<file path="config.mk">
export PLATFORM = sky130hd
export DESIGN_NAME = seq_bit_serializer
export DESIGN_NICKNAME = d
export VERILOG_FILES = /design/src/rtl/seq_bit_serializer.sv
export SDC_FILE = /design/constraint.sdc
export NUM_CORES = 1
export LEC_CHECK = 0
export CAP_MARGIN = 5
export CORE_UTILIZATION = 62
export DETAILED_ROUTE_END_ITERATION = 16
export HOLD_SLACK_MARGIN = 0.1
export PLACE_DENSITY = 0.86
export SYNTH_ARGS = -nofsm -noshare
export SYNTH_HDL_FRONTEND = slang
export SYNTH_SLANG_ARGS = --single-unit
</file>
<file path="constraint.sdc">
create_clock -name clk -period 6.8 [get_ports clk]
set_clock_uncertainty 0.05 [all_clocks]
set_input_delay 1.7 -clock clk [delete_from_list [all_inputs] [get_ports clk]]
set_output_delay 1.7 -clock clk [all_outputs]
set_load 0.05 [all_outputs]
</file>
<file path="src/rtl/seq_bit_serializer.sv">
// seq_bit_serializer
//   Accepts parallel words over a valid/ready handshake, buffers them in a
//   DEPTH-word FIFO and shifts them out MSB first, one bit per cycle, to feed
//   a serial sequence detector.
//
// Parameters
//   WIDTH  word width in bits (>=2)
//   DEPTH  FIFO depth in words (power of two, >=2)
//   GAP    forced idle cycles between consecutive words (0..15)
//
// Ports
//   clk         clock, rising edge
//   reset       asynchronous, active-high; clears all state
//   in_data     parallel word, MSB transmitted first
//   in_valid    in_data valid
//   in_ready    FIFO can accept (= !full, from registered count)
//   en          shift enable; 0 stalls the serializer, FIFO writes still accepted
//   dout        serial bit (registered)
//   dout_valid  dout carries a new bit this cycle (registered)
//   busy        FSM not idle or FIFO non-empty
//
// Build option
//   SEQ_SER_PARITY_EN  append one even-parity bit (XOR of the word) after the LSB
module seq_bit_serializer #(
  parameter int WIDTH = 8,
  parameter int DEPTH = 4,
  parameter int GAP   = 0
) (
  input  logic             clk,
  input  logic             reset,
  input  logic [WIDTH-1:0] in_data,
  input  logic             in_valid,
  output logic             in_ready,
  input  logic             en,
  output logic             dout,
  output logic             dout_valid,
  output logic             busy
);

  localparam int AW = $clog2(DEPTH);
  localparam int CW = AW + 1;
  localparam int BW = $clog2(WIDTH + 1);
  localparam int GW = 4;

`ifdef SEQ_SER_PARITY_EN
  typedef enum logic [1:0] {S_IDLE, S_SHIFT, S_PAR, S_GAP} state_t;
`else
  typedef enum logic [1:0] {S_IDLE, S_SHIFT, S_GAP} state_t;
`endif

  // FIFO
  logic [WIDTH-1:0] mem [DEPTH];
  logic [AW-1:0]    wr_ptr, rd_ptr;
  logic [CW-1:0]    count;
  logic             full, empty, push, pop;

  assign full     = (count == CW'(DEPTH));
  assign empty    = (count == '0);
  assign in_ready = !full;
  assign push     = in_valid && !full;

  always_ff @(posedge clk or posedge reset) begin
    if (reset) begin
      wr_ptr <= '0;
      rd_ptr <= '0;
      count  <= '0;
    end else begin
      if (push) wr_ptr <= wr_ptr + 1'b1;
      if (pop)  rd_ptr <= rd_ptr + 1'b1;
      case ({push, pop})
        2'b10:   count <= count + 1'b1;
        2'b01:   count <= count - 1'b1;
        default: count <= count;
      endcase
    end
  end

  always_ff @(posedge clk) begin
    if (push) mem[wr_ptr] <= in_data;
  end

  // Serializer FSM
  state_t           state, state_n;
  logic [WIDTH-1:0] shreg, shreg_n;
  logic [BW-1:0]    bit_cnt, bit_cnt_n;
  logic [GW-1:0]    gap_cnt, gap_cnt_n;
  logic             dout_n, dout_valid_n;
  logic             load, word_done;
`ifdef SEQ_SER_PARITY_EN
  logic             par_bit, par_bit_n;
`endif

  always_ff @(posedge clk or posedge reset) begin
    if (reset) begin
      state      <= S_IDLE;
      shreg      <= '0;
      bit_cnt    <= '0;
      gap_cnt    <= '0;
      dout       <= 1'b0;
      dout_valid <= 1'b0;
`ifdef SEQ_SER_PARITY_EN
      par_bit    <= 1'b0;
`endif
    end else begin
      state      <= state_n;
      shreg      <= shreg_n;
      bit_cnt    <= bit_cnt_n;
      gap_cnt    <= gap_cnt_n;
      dout       <= dout_n;
      dout_valid <= dout_valid_n;
`ifdef SEQ_SER_PARITY_EN
      par_bit    <= par_bit_n;
`endif
    end
  end

  always_comb begin
    state_n      = state;
    shreg_n      = shreg;
    bit_cnt_n    = bit_cnt;
    gap_cnt_n    = gap_cnt;
    dout_n       = dout;
    dout_valid_n = 1'b0;
    load         = 1'b0;
    word_done    = 1'b0;
`ifdef SEQ_SER_PARITY_EN
    par_bit_n    = par_bit;
`endif

    case (state)
      S_IDLE: begin
        if (en && !empty) load = 1'b1;
        else              state_n = S_IDLE;
      end
      S_SHIFT: begin
        if (en) begin
          dout_n       = shreg[WIDTH-1];
          dout_valid_n = 1'b1;
          shreg_n      = shreg << 1;
          bit_cnt_n    = bit_cnt - 1'b1;
          if (bit_cnt == BW'(1)) begin
`ifdef SEQ_SER_PARITY_EN
            state_n = S_PAR;
`else
            word_done = 1'b1;
`endif
          end
        end
      end
`ifdef SEQ_SER_PARITY_EN
      S_PAR: begin
        if (en) begin
          dout_n       = par_bit;
          dout_valid_n = 1'b1;
          word_done    = 1'b1;
        end
      end
`endif
      S_GAP: begin
        // Leaving on the final gap cycle (and popping if possible) keeps the
        // idle stretch between words at exactly GAP cycles.
        gap_cnt_n = gap_cnt - 1'b1;
        if (gap_cnt <= GW'(1)) begin
          gap_cnt_n = '0;
          if (en && !empty) load = 1'b1;
          else              state_n = S_IDLE;
        end
      end
      default: state_n = S_IDLE;
    endcase

    if (word_done) begin
      if (GAP > 0) begin
        state_n   = S_GAP;
        gap_cnt_n = GW'(GAP);
      end else if (!empty) begin
        load = 1'b1;
      end else begin
        state_n = S_IDLE;
      end
    end

    // Load overrides the shift update so the next word starts in the same edge.
    if (load) begin
      state_n   = S_SHIFT;
      shreg_n   = mem[rd_ptr];
      bit_cnt_n = BW'(WIDTH);
`ifdef SEQ_SER_PARITY_EN
      par_bit_n = ^mem[rd_ptr];
`endif
    end
  end

  assign pop  = load;
  assign busy = (state != S_IDLE) || !empty;

endmodule

</file>
---- Word-level counts from Yosys, hierarchy flattened ----
Memory sizes are Yosys's and may differ from the RTL's.
Cells that the tools add are included.
word-level totals
  bits of input ports ..................... 12
  register bits ........................... 27
  bits in writable memories ............... 32
  logic and storage cells ................. 62
  output and inout port bits .............. 4
  memories ................................ 1
operators by class
  $add $sub $neg .......................... 6
  magnitude comparators ................... 1
  equality and inequality tests ........... 6
  muxes and demuxes ....................... 26
  reductions and logical operators ........ 13
memory list
  name  words  bits a word  read ports  clocked after memory_dff  wr ports  RTL line  source
  mem   4      8            1           0                         1         52        logic [WIDTH-1:0] mem [DEPTH];
operator list
  cell                 count
  $mux 8               3
  $mux 4               4
  $mux 1               11
  $mux 2               5
  $reduce_bool 2->1    4
  $sub 4x1->4 const B  2
  $pmux 2 s3           1
  $pmux 3 s2           1
  $add 2x1->2 const B  2
  $eq 2x1->1 const B   2
  $eq 2x2->1 const B   2
  $eq 4x1->1 const B   1
  $le 4x1->1 const B   1
  $reduce_and 2->1     2
  $add 3x1->3 const B  1
  $eq 3x3->1 const B   1
  $logic_not 3->1      1
  $sub 3x1->3 const B  1
  $logic_and 1x1->1    2
  $logic_not 1->1      2
  $logic_not 2->1      1
  $pmux 1 s2           1
  $logic_or 1x1->1     1

---- Depth between registers and ports, before layout ----
  depth in word-level cells ............... 10
  gate-level depth with buffers ........... 12
  depth with buffers taken out ............ 12

---- Worst setup path before layout ----
Ideal clock, no wire load.
  kind .................................... in2reg
  start point ............................. input en
  end point ............................... register count[2]
  required time ........................... 6671 ps
  stages .................................. 10
  path slack .............................. 3253 ps
  arrival time ............................ 3418 ps
  setup time .............................. 79 ps
  cell sequence ........................... nand4b_4 or4_4 o21a_4 inv_2 ha_1 inv_1 fa_1 xor2_1 nor2_1 xor2_1
on the way
  word-level cells in the longest chain between the ends .. 8
ends and longest elaborated chain
  item                                                    RTL line  source
  start, declared                                         34        input logic en,
  $logic_and 1x1->1                                       132, 165
  $mux 1                                                  132, 165
  $mux 1                                                  163       if (gap_cnt <= GW'(1)) begin
  $pmux 1 s2                                              130       case (state)
  $mux 1                                                  176       end else if (!empty) begin
  $mux 1 *                                                172       if (word_done) begin
  $eq 2x1->1 / $eq 2x2->1 (equally long branches)         70        case ({push, pop})
  $pmux 3 s2 / $reduce_bool 2->1 (equally long branches)  -
  end signal, assigned                                    71        2'b10: count <= count + 1'b1;
  end signal, assigned                                    72        2'b01: count <= count - 1'b1;
  end signal, assigned                                    73        default: count <= count;
  end, declared                                           54        logic [CW-1:0] count;
Mark *: on every way between the ends. The rest lies on a longest branch, timed or not.
A chain may end at the register's enable or synchronous reset.

---- Worst setup path after layout ----
Same ends and word-level chain as after synthesis.

==> run metrics <==
run status complete, no violations; min cycle time layout 4.03 ns; I/O pins 16; Buf/Inv on CP 3; switch share 0.328; Post-Synth Adder-Cell Area 0.0523; Multi-input gate area 822 um2; final hold violations 0; total nets after synthesis 204; pin count of the biggest net entering global routing 28; clk_lat worst skew 0.33 ns; Area growth, synth to finish 14.8%; Tightest Pin Transition 1.00 ns; Max VDD drop 0.325 mV; clock sink count 59; Post-Synthesis Cells 182; most used cell, CP xor2_1; die area 0.00435 mm2; placed standard-cell area 0.00273 mm2; fin util 0.765; CTS tree done; global route total overflow 0; antenna cell count 0; first-pass GRT wire length 7620 um; Final ANT Viol Nets 0; DRT Pass-1 Iters 4; H-tree depth 3; FF+latch area 0.00164 mm2; Setup Buffers After CTS 0; Final Non-Filler Cells 257; Slowest-stage cell, CP clkdlybuf4s50_1; Max Fclk 248 MHz; Syn Std Cell Area 0.00253 mm2; Hold Slack 0.431 ns; Hold/Removal Path Class flop to flop; # resized after CTS 0; 1st-iter DRT viols 136; crit-path cells clkdlybuf4s50_1 > nand4b_4 > or4_4 > o21a_4 > inv_2 > ha_1 > inv_1 > fa_1 > xor2_1 > nor2_1 > xor2_1; Die Ht 65.9 um; CP required 7.00 ns; final instance area 0.00291 mm2; Compound-Gate Fraction of Synth Area 0.0553; Cell Rows 22; critical path peak fanout 16; GP Congestion 0.733; Clock Tree Root clkbuf_8; Clock Power Share 0.245; Slew HR 0.331; final wirelength 4450 um; maxcap violations 0; mux share of post-synthesis cell area 0.0756; Synth Area in XOR/XNOR 0.0311; RSZ-0062 raised after global routing false; syn avg cell area 13.9 um2; # setup viols final 0; CP peak stage delay 0.59 ns; Setup TNS Final 0 ns; DP HPWL 3090 um; Flop pwr share 0.471; Starting Density 0.667; #FFs+latches synth 59; Num CTS Buffers 9; initial antenna violation count 0; via/cell ratio 5.88; Die X 65.9 um; main combinational cell family by area after synthesis simple AND/OR/NAND/NOR gates; NetSw 0.000389 W; Reg clk slew, reported paths 0.06 ns; Top FF cell, synth edfxtp_1; port buffer count 15; worst reg-to-reg setup slack 4.08 ns; Leak 1.17 nW; detailed-route via count 1,512; critical path type primary input to flop; Top delay family on crit path buffers and inverters; period utilisation layout 0.592; # fillers 224; Post-synth ARST share 0.458; Core Area 0.00380 mm2; Inst Count DP 241; routed len/inst 17.3 um; Yosys warning count 0; critical path endpoint category flop; Comb pwr share 0.284; Hold Buf Count CTS 0; overall routing resource usage 0.253; Int Pwr 0.000798 W; crit path launch type primary input; Nets 226; Worst EP arrival 4.23 ns; Final Max Tran Viols 0; Post-Synth Simple-Gate Area 0.110; post-synth cell types 36; number of flops mapped to enable cells by yosys 32; Max Root-Sink Buffers 2; layout cells sized above 1 0.129; sequential area share after synthesis 0.646; DRC errors left 0; vias in the first global route 1,582; power density over cell area 408 mW/mm2
[final timing paths]
check / cells past startpoint / endpoint / from
setup / recovery: 11 / count[2] / en
hold / removal: 2 / dout / dout
setup reg to reg: 12 / count[2] / bit_cnt[1]
hold reg to reg: 2 / dout / dout
max in group asynchronous: 2 / shreg[6] / reset
min in group asynchronous: 2 / wr_ptr[0] / reset
[power groups by stage]
stage | Sequential, W | Combinational (W) | Clock [W]
4_1_cts | 0.000560 | 0.000339 | 0.000296
6_report | 0.000559 | 0.000337 | 0.000291
3_5_place_dp | 0.000566 | 0.000334 | 0
3_3_place_gp | 0.000557 | 0.000315 | 0
5_1_grt | 0.000572 | 0.000374 | 0.000311
2_1_floorplan | 0.000538 | 0.000266 | 0
[layout by cell type, fill, tap and decap left out, types with 8 or more instances in the layout]
cell type	instances
nor2_1	13
dfrtp_1	27
clkbuf_8	9
edfxtp_1	32
nand2_1	26
ha_1	9
inv_1	14
clkdlybuf4s50_1	15
mux4_2	8
[stage by stage]
step / setup slack (ns) / total power [W]
global placement: 2.57 / 0.000872
CTS: 2.79 / 0.00120
global route: 2.62 / 0.00126
floorplan: 3.25 / 0.000805
detailed placement: 2.45 / 0.000900
finish: 2.77 / 0.00119
[routing by layer]
layer  global-route usage  wire [um]  up-vias
li1                     -          -      692
met1                0.307       1820      768
met2                0.427       2320       45
met3               0.0672        230        7
met4                0.106         72        0
met5                    0          0        -
[area by class of cell]
| class | instances | share of cell area |
|---|---|---|
| inverter | 15 | 0.0194 |
| timing repair buffer | 15 | 0.0516 |
| multi-input combinational | 104 | 0.283 |
| tap | 48 | 0.0207 |
| sequential | 59 | 0.563 |
| clock inverter | 7 | 0.0202 |
| clock buffer | 9 | 0.0426 |
[worst register-to-register path, cell delays in order, from the launching register on]
cell and delay, ns:
dfrtp_1 0.40, inv_1 0.08, ha_1 0.20, nand4b_4 0.11, or4_4 0.44, o21a_4 0.20
inv_2 0.14, ha_1 0.19, inv_1 0.06, fa_1 0.37, xor2_1 0.15, nor2_1 0.11
xor2_1 0.16
[cell usage after synthesis, types with 2 or more instances]
cell type / instances / area (um2)
a31oi_1: 6 / 37.5
and3_1: 5 / 31.3
buf_2: 3 / 15.0
dfrtp_1: 27 / 676
edfxtp_1: 32 / 961
ha_1: 9 / 113
inv_1: 14 / 52.6
mux4_2: 8 / 180
nand2_1: 26 / 97.6
nor2_1: 13 / 48.8
nor3_1: 3 / 15.0
nor4_1: 2 / 12.5
o21ai_0: 4 / 20.0
xnor2_1: 6 / 52.6
xor2_1: 3 / 26.3
[kinds of logic after synthesis]
| logic type | count (synthesis) |
|---|---|
| AOI/OAI and AO/OA | 19 |
| xor gates and xnor gates | 9 |
| adders and majority gates | 10 |
| buffers and inverters | 19 |
| DFF | 59 |
| muxes | 9 |
| and+or+nand+nor | 57 |
[state kept, by name, indices dropped and copies added (netlist names)]
signal / cells
bit_cnt: 4
count: 3
dout: 1
dout_valid: 1
gap_cnt: 4
mem: 32
rd_ptr: 2
shreg: 8
state: 2
wr_ptr: 2
Note: power is estimated with default switching activity, not from simulation.
==> patch 1, RTL diff (same flow settings) <==
Set the localparam `GW` to 5 (it was 4).
--- a/src/rtl/seq_bit_serializer.sv
+++ b/src/rtl/seq_bit_serializer.sv
@@ -41,5 +41,5 @@
   localparam int CW = AW + 1;
   localparam int BW = $clog2(WIDTH + 1);
-  localparam int GW = 4;
+  localparam int GW = 5;
 
 `ifdef SEQ_SER_PARITY_EN
Behaviour: no difference found for any inputs over 10 cycles, from zero or initial values and one cycle with reset high; that may be too few to reach the edited logic, so the function may still have changed.
==> patch 1 against the unedited design <==
Sequential cell count rose by 1; power fell by 0.48%; design area grew 5.1%; setup slack worse by 0.020 ns; die area increased by 5.8%; wire length increased by 3.4%; critical path type is now reg2out; synthesized area grew 5.9%.
==> patch 1: results (changes against the unedited design) <==
Detailed routing
  • Pre-Repair DR Iteration Count: 4 (unchanged)
  • DRT iter0 DRCs: 116 (-15%)
  • Via count: 1,605 (+6.2%)
  • Drt drc: 0 (unchanged)
  • WL/cell: 17.0 um (-1.6%)

CTS
  • Root buffer cell: clkbuf_8
  • PostCTS Resize Cnt: 0 (unchanged)
  • Setup repair bufs after CTS: 0 (unchanged)
  • # H-tree levels: 3 (unchanged)
  • Worst-path clk slew: 0.07 ns
  • Worst-Skew Late Latency: 0.33 ns (about the same)
  • Total CTS buffers: 9 (unchanged)
  • Bufs on Longest Clock Path: 2 (unchanged)

Synthesis
  • Dominant synthesized flop cell: edfxtp_1
  • Sequential element share of the synthesized area: 61.9% (-2.7 points)
  • Largest cells by area after synthesis: edfxtp_1 36%, dfrtp_1 26%, mux4_2 6.7%, ha_1 4.2%, mux2_2 3.8%
  • Netlist cell types: 42 (+17%)
  • YS warnings: 0 (unchanged)
  • Synth cell count leaders: 32 x edfxtp_1, 28 x dfrtp_1, 27 x nand2_1
  • Mapped Nets: 216 (+5.9%)
  • Number of synthesized flops with an enable pin: 32 (unchanged)
  • Fraction of registers with async set/reset: 46.7% (+0.90 points)

Power
  • Leakage: 1.25 nW (+6.8%)
  • IR drop worst, VDD: 0.000278 V (-15%)

Status
  • Status: completed

Timing
  • Slew @ Worst Pin: 1.03 ns (+0.0260 ns)

Global routing
  • Vias in the first global route: 1,611 (+1.8%)
  • First-pass GRT wire length: 7530 um (-1.3%)
  • Total Routing Usage GR: 24.2% (-1.1 points)
  • Initial antenna violation count: 0 (unchanged)
  • Largest net degree at the start of global routing: 29 (+3.6%)

Layout
  • Top Registers: mem x32, shreg x8, gap_cnt x5
  • Filler cells: 245 (+9.4%)
  • Layout cells sized above 1: 17.3% (+4.4 points)
  • # nets final: 237 (+4.9%)
  • Ant. Diodes: 0 (unchanged)

Placement
  • Port buffer count: 15 (unchanged)
  • Placer congestion estimate: 0.768 (+4.8%)
  • Setup WS pre-CTS: 2.50 ns (+0.0480 ns)
  • Dpl hpwl: 3250 um (+5.5%)

Setup path
  • Worst path arrival time: 2.30 ns (-1.93 ns)
  • Worst path slowest cell: clkdlybuf4s50_1
  • Max incr delay on CP: 0.71 ns (+0.12 ns)
  • Worst-path maximum fanout: 5 (-11)

Min path
  • Hold crit path type: reg2reg
## patch 1: final cells by class
cell class / count / share of cell area (%)
Clock buffer: 10 / 4.18
Clock inverter: 6 / 1.80
Inverter: 15 / 1.84
Multi-Input combinational cell: 114 / 30.9
Sequential cell: 60 / 54.4
Tap cell: 50 / 2.05
Timing Repair Buffer: 15 / 4.91
## patch 1: metrics by stage
step	power (mW)	instances	utilization (%)	cell area, sq um
after floorplan	0.801	194	-	2680
after global routing	1.25	270	74.8	3060
after global placement	0.863	254	70.3	2870
after detailed placement	0.891	254	70.3	2870
final	1.18	270	74.8	3060
after CTS	1.19	270	74.8	3060
## patch 1: cell families after synthesis
| family | Yosys count | synth area share, % |
|---|---|---|
| multiplexers | 17 | 10.5 |
| AO/OA/AOI/OAI | 19 | 5.83 |
| AND/OR/NAND/NOR | 59 | 11.0 |
| buffers and inverters | 20 | 2.94 |
| flip-flops | 60 | 61.9 |
| XOR/XNOR | 9 | 2.94 |
| adder cells (fa/ha/maj) | 10 | 4.94 |
## patch 1: worst max-delay path: cells and delay by family, from the launching register on
family,cells,cell delay [ns]
buffers and inverters,1,0.71
DFF,1,0.42
and+or+nand+nor,2,0.84
## patch 1: layer usage
layer	wire length [um]	GRT usage, %
met5	0	0
met1	1980	29.5
met2	2260	36.4
met3	214	9.12
met4	146	15.4
## patch 1: worst paths after layout
path / startpoint / to / slack (ns) / cells after the start
worst min register to register: shreg[7]$_DFFE_PP0P_ / dout$_DFFE_PP0P_ / 0.42 / 2
worst max-delay path: count[2]$_DFFE_PP0P_ / busy / 2.75 / 3
worst max register to register: state[1]$_DFF_PP0_ / count[2]$_DFFE_PP0P_ / 4.20 / 11
min in group asynchronous: reset / shreg[1]$_DFFE_PP0P_ / 1.87 / 2
worst min-delay path: shreg[7]$_DFFE_PP0P_ / dout$_DFFE_PP0P_ / 0.42 / 2
max in group asynchronous: reset / gap_cnt[4]$_DFFE_PP0N_ / 4.21 / 2
## patch 1: power by group
group / switching [mW] / internal (mW)
Clock: 0.132 / 0.165
Sequential: 0.0784 / 0.483
Combinational: 0.165 / 0.157
Total: 0.375 / 0.806
==> patch 2, RTL diff (same settings) <==
Without the edit above. Reset style: synchronous (`reset`), changed in 2 clocked blocks. Comments in the files are not updated.
--- a/src/rtl/seq_bit_serializer.sv
+++ b/src/rtl/seq_bit_serializer.sv
@@ -60,5 +60,5 @@
   assign push     = in_valid && !full;
 
-  always_ff @(posedge clk or posedge reset) begin
+  always_ff @(posedge clk) begin
     if (reset) begin
       wr_ptr <= '0;
@@ -91,5 +91,5 @@
 `endif
 
-  always_ff @(posedge clk or posedge reset) begin
+  always_ff @(posedge clk) begin
     if (reset) begin
       state      <= S_IDLE;
Check against the original RTL: differs if reset is asserted again (counterexample within 4 cycles, from zero or initial values and one cycle with reset high); with reset held inactive, the same outputs for 10 cycles.
==> patch 2 against the unedited design <==
Wire length is 4.9% lower; sequential power is 10% lower; synthesized cell count is 20% higher; cell count is 13% higher; critical path depth stayed put; synthesized area is 6.7% higher; utilization is 1.7 points lower; sequential cell count is 2 higher; design area is 5.2% higher; power is 8.5% lower; setup slack worse by 0.53 ns; via count is 6.8% higher.
==> patch 2: results (changes against the unedited design) <==
Setup path
  • Crit path max-delay family: simple AND/OR/NAND/NOR gates
  • R2R depth: 10 (-2)
  • Worst-path maximum fanout: 15 (-1)
  • Worst path arrival time: 4.77 ns (+0.54 ns)
  • R2r setup slk: 3.67 ns (-0.41 ns)
  • Max incr delay on CP: 0.54 ns (-0.05 ns)

Detailed routing
  • Via count: 1,615 (+6.8%)
  • Metal3 WL: 208 um (-9.6%)
  • WL/cell: 14.6 um (-16%)
  • M1 WL: 2090 um (+15%)
  • DR WL met2: 1870 um (-19%)
  • Routed vias/inst: 5.57 (-5.3%)

Synthesis
  • Synth cell count leaders: 32 x edfxtp_1, 29 x dfxtp_1, 23 x nor2_1
  • Sequential element share of the synthesized area: 57.0% (-7.6 points)
  • Mux cell area share after synthesis: 10.5% (+2.9 points)
  • Synth Area in Compound Gates: 5.04% (-0.49 points)
  • Netlist cell types: 42 (+17%)
  • Fraction of registers with async set/reset: 0% (-46 points)
  • Synth Area in Adders: 4.91% (-0.33 points)
  • Mapped Nets: 240 (+18%)
  • Post-Synth XOR/XNOR Area: 1.94% (-1.2 points)

Layout
  • Logic inverters: 13 (-2)
  • FF+latch count: 61 (+3.4%)
  • Filler cells: 269 (+20%)
  • Layout cells sized above 1: 14.2% (+1.2 points)
  • Final clock-cell share: 6.22% (-0.063 points)
  • Design area: 0.00306 sq mm (+5.2%)
  • Plain + repair buffers: 16 (+1)
  • # clk buffers: 9 (unchanged)
  • # nets final: 257 (+14%)

Placement
  • Dpl hpwl: 2830 um (-8.2%)
  • Setup WS pre-CTS: 1.94 ns (-0.513 ns)
  • Placed cell area: 0.00287 sq mm (+5.2%)
  • Dpl cells: 274 (+14%)

Timing
  • Worst setup margin: 2.24 ns (-0.530 ns)
  • Slew @ Worst Pin: 0.550 ns (-0.451 ns)
  • WHS: 0.407 ns (-0.0234 ns)

Global routing
  • First-pass GRT wire length: 6900 um (-9.5%)
  • Met2 Use GR: 28.3% (-14 points)
  • Met1 GRT Util: 30.4% (-0.22 points)
  • GRT met3 Usage: 8.67% (+1.9 points)
  • Vias in the first global route: 1,444 (-8.7%)
  • Total Routing Usage GR: 21.3% (-4.0 points)
  • Largest net degree at the start of global routing: 38 (+36%)

Floorplanning
  • Row count: 23 (+4.5%)

Status
  • Status: completed

Power
  • Leakage: 1.08 nW (-8.0%)
patch 2: cell count changes in the layout (fill, tap and decap cells not counted), sizes merged, moves of 6 or more:
| cell | delta |
|---|---|
| dfrtp | -27 |
| dfxtp | +29 |
| nor2 | +10 |
| or3 | +13 |
| mux2i | +7 |
| a31oi | -6 |
| nand2b | +9 |
| a21oi | +10 |
| nand2 | -16 |
patch 2: final timing paths:
path                                         endpoint                start
worst max-delay path            count[2]$_SDFFE_PP0P_                   en
worst min-delay path                dout$_SDFFE_PP0P_    dout$_SDFFE_PP0P_
worst max register to register  count[2]$_SDFFE_PP0P_  state[0]$_SDFF_PP0_
worst min register to register      dout$_SDFFE_PP0P_    dout$_SDFFE_PP0P_
patch 2: where the power goes:
group          total (mW)  internal [mW]  switching [mW]
Sequential          0.501          0.451          0.0499
Clock               0.306          0.166           0.139
Combinational       0.279          0.136           0.144
patch 2: worst min-delay path, cell delays in order (launching register included):
cell	delay [ns]
dfxtp_1	0.31
nand2_1	0.05
a21oi_1	0.05
